File: config.mk
export PLATFORM = sky130hd
export DESIGN_NAME = main_control_fsm
export DESIGN_NICKNAME = d
export VERILOG_FILES = /design/src/rtl/main_control_fsm.sv
export SDC_FILE = /design/constraint.sdc
export NUM_CORES = 1
export LEC_CHECK = 0
export BUFFER_PORTS_ARGS = -buffer_cell sky130_fd_sc_hd__buf_2
export CAP_MARGIN = 25
export CORE_AREA = 10 10 47 49
export CTS_CLUSTER_SIZE = 24
export DETAILED_ROUTE_END_ITERATION = 16
export DIE_AREA = 0 0 57 59
export PLACE_DENSITY = 0.73
export REMOVE_ABC_BUFFERS = 1
export SLEW_MARGIN = 0
export SYNTH_ARGS = -nofsm -noshare
export SYNTH_HDL_FRONTEND = slang
export SYNTH_SLANG_ARGS = --single-unit
File: constraint.sdc
create_clock -name CLK -period 3.13 [get_ports CLK]
set_clock_uncertainty 0.2 [all_clocks]
set_input_delay 0.1565 -clock CLK [delete_from_list [all_inputs] [get_ports CLK]]
set_output_delay 0.1565 -clock CLK [all_outputs]
set_load 0.1 [all_outputs]
File: src/rtl/main_control_fsm.sv
// Multi-cycle MIPS main control: walks each instruction through its states
// and drives the datapath enables and mux selects as Moore outputs.
module main_control_fsm (
  input  logic       CLK,
  input  logic       RST_N,
  input  logic [5:0] OPCODE,
  output logic [1:0] ALU_OP,
  output logic       PC_WRITE,
  output logic       PC_WRITE_COND,
  output logic       I_OR_D,
  output logic       MEM_READ,
  output logic       MEM_WRITE,
  output logic       IR_WRITE,
  output logic       MEM_TO_REG,
  output logic       REG_DST,
  output logic       REG_WRITE,
  output logic       ALU_SRC_A,
  output logic [1:0] ALU_SRC_B,
  output logic [1:0] PC_SOURCE,
  output logic [3:0] STATE,
  output logic       ILLEGAL
);

  localparam logic [3:0] S_FETCH   = 4'd0;
  localparam logic [3:0] S_DECODE  = 4'd1;
  localparam logic [3:0] S_MEM_ADR = 4'd2;
  localparam logic [3:0] S_MEM_RD  = 4'd3;
  localparam logic [3:0] S_MEM_WB  = 4'd4;
  localparam logic [3:0] S_MEM_WR  = 4'd5;
  localparam logic [3:0] S_EXEC    = 4'd6;
  localparam logic [3:0] S_ALU_WB  = 4'd7;
  localparam logic [3:0] S_BRANCH  = 4'd8;
  localparam logic [3:0] S_ADDI_EX = 4'd9;
  localparam logic [3:0] S_ADDI_WB = 4'd10;
  localparam logic [3:0] S_JUMP    = 4'd11;

  localparam logic [5:0] OP_R    = 6'b000000;
  localparam logic [5:0] OP_LW   = 6'b100011;
  localparam logic [5:0] OP_SW   = 6'b101011;
  localparam logic [5:0] OP_BEQ  = 6'b000100;
  localparam logic [5:0] OP_J    = 6'b000010;
  localparam logic [5:0] OP_ADDI = 6'b001000;

  logic [3:0] state;
  logic [3:0] state_nx;
  logic       legal;

  always_comb begin
    legal = (OPCODE == OP_R)   || (OPCODE == OP_LW) ||
            (OPCODE == OP_SW)  || (OPCODE == OP_BEQ) ||
            (OPCODE == OP_J)   || (OPCODE == OP_ADDI);
  end

  always_ff @(posedge CLK or negedge RST_N) begin
    if (!RST_N) begin
      state   <= S_FETCH;
      ILLEGAL <= 1'b0;
    end else begin
      state   <= state_nx;
      ILLEGAL <= (state == S_DECODE) && !legal;
    end
  end

  // Unused codes 12-15 fall back to FETCH through the default arm.
  always_comb begin
    state_nx = S_FETCH;
    case (state)
      S_FETCH: state_nx = S_DECODE;
      S_DECODE: begin
        case (OPCODE)
          OP_LW,
          OP_SW:   state_nx = S_MEM_ADR;
          OP_R:    state_nx = S_EXEC;
          OP_BEQ:  state_nx = S_BRANCH;
          OP_J:    state_nx = S_JUMP;
          OP_ADDI: state_nx = S_ADDI_EX;
          default: state_nx = S_FETCH;
        endcase
      end
      S_MEM_ADR:
        state_nx = (OPCODE == OP_LW) ? S_MEM_RD : S_MEM_WR;
      S_MEM_RD:  state_nx = S_MEM_WB;
      S_EXEC:    state_nx = S_ALU_WB;
      S_ADDI_EX: state_nx = S_ADDI_WB;
      default:   state_nx = S_FETCH;
    endcase
  end

  always_comb begin
    ALU_OP        = 2'b00;
    PC_WRITE      = 1'b0;
    PC_WRITE_COND = 1'b0;
    I_OR_D        = 1'b0;
    MEM_READ      = 1'b0;
    MEM_WRITE     = 1'b0;
    IR_WRITE      = 1'b0;
    MEM_TO_REG    = 1'b0;
    REG_DST       = 1'b0;
    REG_WRITE     = 1'b0;
    ALU_SRC_A     = 1'b0;
    ALU_SRC_B     = 2'b00;
    PC_SOURCE     = 2'b00;
    STATE         = state;
    case (state)
      S_FETCH: begin
        MEM_READ  = 1'b1;
        IR_WRITE  = 1'b1;
        PC_WRITE  = 1'b1;
        ALU_SRC_B = 2'b01;
      end
      S_DECODE: ALU_SRC_B = 2'b11;
      S_MEM_ADR,
      S_ADDI_EX: begin
        ALU_SRC_A = 1'b1;
        ALU_SRC_B = 2'b10;
      end
      S_MEM_RD: begin
        MEM_READ = 1'b1;
        I_OR_D   = 1'b1;
      end
      S_MEM_WR: begin
        MEM_WRITE = 1'b1;
        I_OR_D    = 1'b1;
      end
      S_MEM_WB: begin
        REG_WRITE  = 1'b1;
        MEM_TO_REG = 1'b1;
      end
      S_EXEC: begin
        ALU_SRC_A = 1'b1;
        ALU_OP    = 2'b10;
      end
      S_ALU_WB: begin
        REG_WRITE = 1'b1;
        REG_DST   = 1'b1;
      end
      S_ADDI_WB: REG_WRITE = 1'b1;
      S_BRANCH: begin
        ALU_SRC_A     = 1'b1;
        ALU_OP        = 2'b01;
        PC_WRITE_COND = 1'b1;
        PC_SOURCE     = 2'b01;
      end
      S_JUMP: begin
        PC_WRITE  = 1'b1;
        PC_SOURCE = 2'b10;
      end
      default: ;
    endcase
  end

endmodule

==> reports/metrics.cfg, run 1 <==
[outcome]
outcome=finished clean

[floorplan]
core_um2=1400
die_area_um2=3360
dieHeight_um=59
placementRows=14
initial_core_util_pct=33.5
die_w_um=57
io_pins=29

[timing]
fin_crit_sh_pct=68.9
hold_violations=0
rsz0062_at_grt=false
worst-slew-pin-transition_ns=0.492
max_freq_mhz=464
fin_crit_ns=2.16
setup_viol=0
slew_headroom_pct=67.4
drv_slew=0

[run]
maxCapViolations=0

[yosys]
avgSynthCellArea_um2=7.22
synth_seq_cells=5
syn-instance-count=65
syn_area_um2=469
yosysUniqueCellTypes=23
yosysWarnings=0
yosysSeqAreaShare_pct=26.7

[clock_tree]
cts.clk_slew.worst_paths_ns=0.04
cts.hold.buffers_added=1
h-tree-depth=1
root_buffer=clkbuf_4
cts_max_path_buffers=2
clock_latency_ns=0.24
numCtsBuffers=3
cts_setup_buffers=0
cts_tree=built
cts_resized=0
cts_sinks=5

[detailed_routing]
final_antenna_net_count=0
drc=0
vias=584
wl_mm=1.43
drt_iter0_markers=14
firstDrtPassIters=4
routedWlPerCell_um=13.2
via_per_inst=5.41

[global_routing]
grt_pass1_wl_mm=2.52
grt_use_total_pct=9.08
antenna_found_initial=0
grt_pass1_vias=579
grt_max_degree=16
globalRouteOverflowTotal=0

[placed_design]
portBuffers=28
gp_congestion=0.842
place_area_um2=594
hpwl_mm=1.16

[cells_and_area]
layout-drive-gt1-share_pct=35.9
nFillCells=158
seqCellArea_um2=125
antenna_cells=0
design_area_um2=631
nets=101
area_growth_pct=34.4
multi_input_comb_area_um2=298

[setup_path]
critPathRequiredTime_ns=2.77
endpoint_kind=primary output
worstSetupPathType=register to primary output
cp.arrival_ns=1.80
startpoint_type=register
r2r_cells=3
path_max_fanout=15

[hold_path]
holdCritPathClass=primary input to asynchronous set/reset pin

==> cell families after synthesis <==
group	Yosys count	synth area share (%)
simple gates	36	40.3
compound gates	13	19.5
xor+xnor	2	3.73
flops	5	26.7
buf+inv	9	9.87
==> per-stage QoR <==
step,util [%],setup slack (ns),setup TNS (ns),hold WS (ns),instances
2_1_floorplan,-,-4.54,-17.51,-0.339,59
3_3_place_gp,42.4,1.26,0,-0.230,103
3_5_place_dp,42.4,1.21,0,-0.229,103
4_1_cts,45.0,0.957,0,0.0573,108
5_1_grt,45.0,0.833,0,0.0891,108
6_report,45.0,0.974,0,0.0576,108
==> Yosys cell counts (all sizes together) <==
master   instances  area [µm²]
a221oi           1        8.76
o21ai            2        10.0
a31oi            1        6.26
inv              3        11.3
and3             3        18.8
xnor2            1        8.76
nand3            4        20.0
a2111oi          1        15.0
nor2             8        30.0
dfrtp            5         125
nor4             3        33.8
nand2b           3        18.8
xor2             1        8.76
o221ai           1        8.76
o22ai            1        6.26
nand2            6        22.5
o2111ai          1        8.76
nor3             9        45.0
o211ai           1        7.51
a21oi            4        20.0
buf              6        35.0
==> routing by layer <==
metal / track usage [%] / share of wire [%] / vias up / wire length, µm
li1: - / - / 289 / -
met1: 9.05 / 40 / 270 / 567
met2: 15.2 / 50 / 25 / 718
met3: 3.86 / 10 / 0 / 144
met4: 6.04 / 0 / 0 / 0
met5: 0 / 0 / - / 0
==> cells in the final DEF (no fill, tap or decap), types with 2 or more instances in the layout <==
cell type | synthesis | routed
nor3_1 | 9 | 9
clkbuf_4 | 0 | 3
dfrtp_1 | 5 | 5
nand2_1 | 6 | 6
o21ai_0 | 2 | 2
nand2b_1 | 3 | 3
nand3_1 | 4 | 4
and3_1 | 3 | 3
a21oi_1 | 4 | 4
nor2_1 | 8 | 8
buf_2 | 4 | 28
inv_1 | 3 | 3
nor4_1 | 2 | 2
==> path summary, 6_finish.rpt <==
check | startpoint | endpoint | slack, ns
min | RST_N | ILLEGAL | 0.06
max in group asynchronous | RST_N | STATE[1] | 2.55
max | STATE[2] | PC_SOURCE[0] | 0.97
min reg2reg | STATE[3] | STATE[2] | 0.48
max reg2reg | STATE[2] | STATE[2] | 1.57
min in group CLK | OPCODE[4] | STATE[0] | 0.10
==> flip-flops by register name (all words and copies together), names as in the netlist <==
register	flops
ILLEGAL	1
STATE	4
==> critical path, stage by stage, from the launching register on <==
cell	delay, ns
dfrtp_1	0.54
nand2b_1	0.28
nor3_1	0.25
buf_2	0.49
==> cell type report <==
type / count / share of cell area, %
Clock buffer: 4 / 4.17
Inverter: 3 / 1.79
Multi-Input combinational cell: 51 / 47.2
Sequential cell: 5 / 19.8
Tap cell: 16 / 3.17
Timing Repair Buffer: 29 / 23.8
Power of run 1 is not shown: default switching activity piles up to over one toggle a cycle in this logic, so the estimate is an artifact.
==> run 2: changes to the inputs <==
- clock period: 3.13 -> 2.15 ns (I/O delays scaled with it)
==> run 2 against run 1 <==
Largest cell class unchanged. Non-clock buffer count increased by 2. Highest routed layer is now met4. Register-to-register slack worse by 1.0 ns. Clock-buffer cell count down 1. Via count grew 1.5%. Critical path depth did not move. Routed wire length is 4.8% higher. Critical endpoint is now ALU_OP[0].
==> reports/metrics.cfg, run 2 (same netlist as run 1, synthesis figures left out) <==
[global_routing]
grt_pass1_wl_mm=2.70
grt_use_total_pct=9.83
globalRouteOverflowTotal=0
grt_max_degree=16
grt_pass1_vias=664
antenna_found_initial=0

[detailed_routing]
routedWlPerCell_um=13.6
wl_mm=1.50
drt_iter0_markers=24
final_antenna_net_count=0
vias=593
firstDrtPassIters=4
drc=0
via_per_inst=5.39

[floorplan]
initial_core_util_pct=33.5
dieHeight_um=59
io_pins=29
die_area_um2=3360
placementRows=14
core_um2=1400
die_w_um=57

[clock_tree]
cts_max_path_buffers=2
cts_tree=built
cts.clk_slew.worst_paths_ns=0.05
numCtsBuffers=3
cts_sinks=5
h-tree-depth=1
clock_latency_ns=0.24
root_buffer=clkbuf_4

[cells_and_area]
nets=103
area_growth_pct=38.9
largest_register_ffs=4
fin_cells=110
final_cell_mix=buf_2 (26), nor3_1 (9), nor2_1 (8)
mostFrequentLayoutCell=buf_2
nFillCells=164
layout-drive-gt1-share_pct=38.3
antenna_cells=0

[timing]
fin_crit_ns=2.10
layout_setup_ws_ns=0.0450
setup_viol=0
rsz0062_at_grt=true
hold_violations=0
slew_headroom_pct=67.4
fin_crit_sh_pct=97.9
finalSetupTns_ns=0
worst-slew-pin-transition_ns=0.493
drv_slew=0
max_freq_mhz=475

[placed_design]
hpwl_mm=1.23
portBuffers=28
dp_slack_ns=0.307
dp_cells=105
gp_congestion=0.897

[setup_path]
startpoint_type=register
r2r_end=STATE[2]
r2r_cells=4
r2r_slack_ns=0.55
worstSetupPathType=register to primary output
cp.arrival_ns=1.80
path_max_fanout=15
endpoint_kind=primary output
critPathRequiredTime_ns=1.84
r2r_start=STATE[0]

[outcome]
outcome=finished clean

[hold_path]
holdCritPathClass=primary input to asynchronous set/reset pin

[run]
maxCapViolations=0

==> run 2: changes by cell type in the layout (fill, tap and decap cells not counted), sizes merged <==
cell	delta
clkinv	+1
clkbuf	+1
==> run 2: layer usage <==
metal	track usage [%]	vias to the layer above	part of all wire [%]
li1	-	297	-
met1	10.0	271	43
met2	15.3	22	48
met3	4.72	3	8.2
met4	7.38	0	1.1
met5	0	-	0
==> run 2: worst max-delay path: stages (launching register included) <==
cell      delay (ns)
dfrtp_1         0.54
nand2b_1        0.28
nor3_1          0.24
buf_2           0.48
==> run 2: cell type report <==
type	count	area (µm²)	share of cell area, %
Multi-Input combinational cell	51	298	45.7
Tap cell	16	20.0	3.07
Timing Repair Buffer	31	170	26.1
Clock inverter	1	5.00	0.768
Inverter	3	11.3	1.73
Sequential cell	5	125	19.2
Clock buffer	3	22.5	3.45
==> run 2: how the worst max path moves through the flow <==
stage | from | to
global route | STATE[2] | ALU_OP[0]
floorplan | STATE[3] | ALU_OP[0]
detailed placement | STATE[2] | ALU_OP[0]
global placement | STATE[2] | PC_SOURCE[0]
CTS | STATE[2] | ALU_OP[0]
finish | STATE[2] | ALU_OP[0]
==> run 2: stage by stage <==
| stage | util (%) | hold WS (ns) | area [µm²] |
|---|---|---|---|
| after global placement | 43.5 | -0.277 | 609 |
| after floorplan | - | -0.388 | 434 |
| after global routing | 46.5 | 0.0270 | 652 |
| after CTS | 46.2 | 0.00470 | 647 |
| final | 46.5 | 0.00576 | 652 |
| after detailed placement | 43.5 | -0.272 | 609 |
==> run 2: timing repair <==
action / 4_1_cts / 5_1_grt
buffers inserted: 0 / 0
gates resized for setup: 0 / 2
setup endpoints to repair: 0 / 5
hold endpoints to repair: 5 / 0
hold buffers: 1 / 0
Power of run 2 is left out for the same reason.
==> run 3: changes to the inputs <==
- REMOVE_ABC_BUFFERS: 1 -> unset
==> run 3 against run 2 <==
Core utilization increased by 14 points. Routed wire length increased by 13%. Non-clock buffer count decreased by 1. First-iteration DRC count increased by 4.2%. Die area unchanged. Critical path type unchanged. Via count increased by 3.5%. Global-route usage increased by 0.37 points. Register-to-register slack improved by 0.07 ns. Critical endpoint is now MEM_READ. Maximum frequency increased by 1.0%. Critical path depth increased by 1.
==> reports/metrics.cfg, run 3 (same netlist as run 1, synthesis figures left out) <==
[setup_path]
endpoint_kind=primary output
cp.arrival_ns=1.78
critPathSlowestCell=dfrtp_4
r2r_start=STATE[0]
cp_num_buf_inv=1
r2r_cells=3
worstSetupPathType=register to primary output
r2r_slack_ns=0.62
max_stage_delay_ns=0.57
crit_path_cell_trace=nand2b_4, nand2_2, nor3_4, buf_2
startpoint_type=register
crit_family=flip-flops
critPathRequiredTime_ns=1.84
r2r_end=STATE[1]
path_max_fanout=14

[floorplan]
placementRows=14
io_pins=29
dieHeight_um=59
initial_core_util_pct=33.5
die_area_um2=3360
die_w_um=57
core_um2=1400

[detailed_routing]
vias=614
final_antenna_net_count=0
drc=0
firstDrtPassIters=4
routedWlPerCell_um=15.6
wl_mm=1.70
drt_iter0_markers=25
via_per_inst=5.63

[clock_tree]
root_buffer=clkbuf_4
clock_latency_ns=0.25
cts_max_path_buffers=2
cts_setup_buffers=0
cts_sinks=5
cts.clk_slew.worst_paths_ns=0.04
cts_tree=built
numCtsBuffers=3
h-tree-depth=1

[global_routing]
grt_max_degree=16
antenna_found_initial=0
grt_pass1_vias=603
globalRouteOverflowTotal=0
grt_pass1_wl_mm=2.84
grt_use_total_pct=10.2

[run]
maxCapViolations=0

[timing]
hold_violations=0
rsz0062_at_grt=false
slew_headroom_pct=67.2
fin_crit_sh_pct=96.9
fin_crit_ns=2.08
worst-slew-pin-transition_ns=0.495
drv_slew=0
setup_viol=0
max_freq_mhz=480

[placed_design]
portBuffers=28
hpwl_mm=1.33
dp_cells=104
place_area_um2=810
gp_congestion=0.865

[hold_path]
holdCritPathClass=primary input to asynchronous set/reset pin

[cells_and_area]
antenna_cells=0
mostFrequentLayoutCell=buf_2
design_area_um2=846
largest_register_ffs=4
final_cell_mix=buf_2 (26), nor3_4 (5)
layout-drive-gt1-share_pct=61.3
fin_cells=109
area_growth_pct=80.3
nets=102

[yosys]
syn-num-nets=73

[outcome]
outcome=finished clean

## run 3: worst max-delay path by stage
stage	startpoint	endpoint	slack, ns	cells after the start
6_report	STATE[1]	MEM_READ	0.07	4
5_1_grt	STATE[1]	MEM_READ	0.01	4
4_1_cts	STATE[1]	MEM_READ	0.06	4
3_5_place_dp	STATE[1]	MEM_READ	0.33	4
3_3_place_gp	STATE[1]	MEM_READ	0.34	4
2_1_floorplan	STATE[2]	ALU_OP[0]	-0.20	3
## run 3: routing by layer
layer  track usage (%)  part of all wire (%)  vias to the layer above
li1                  -                     -                      291
met1              11.4                    40                      291
met2              16.7                    51                       29
met3              3.65                   8.1                        3
met4              5.03                  0.88                        0
met5                 0                     0                        -
## run 3: timing repair
action,in CTS,in global routing
endpoints found under the hold margin,5,0
resized for setup,0,0
hold buffers,1,0
## run 3: area by class of cell
cell class                 instances  area [µm²]
timing repair buffer              30         188
fill                             119         556
clock buffer                       4        26.3
inverter                           3        11.3
sequential                         5         140
tap                               16        20.0
multi-input combinational         51         460
## run 3: metrics by stage
step           setup slack (ns)  utilization, %  setup TNS [ns]  hold WS [ns]
2_1_floorplan            -0.196               -          -0.765        -0.388
3_3_place_gp              0.340            57.8               0        -0.279
3_5_place_dp              0.334            57.8               0        -0.276
4_1_cts                  0.0645            60.4               0       0.00355
5_1_grt                  0.0117            60.4               0        0.0167
6_report                 0.0663            60.4               0        0.0150
Power of run 3 is left out for the same reason.
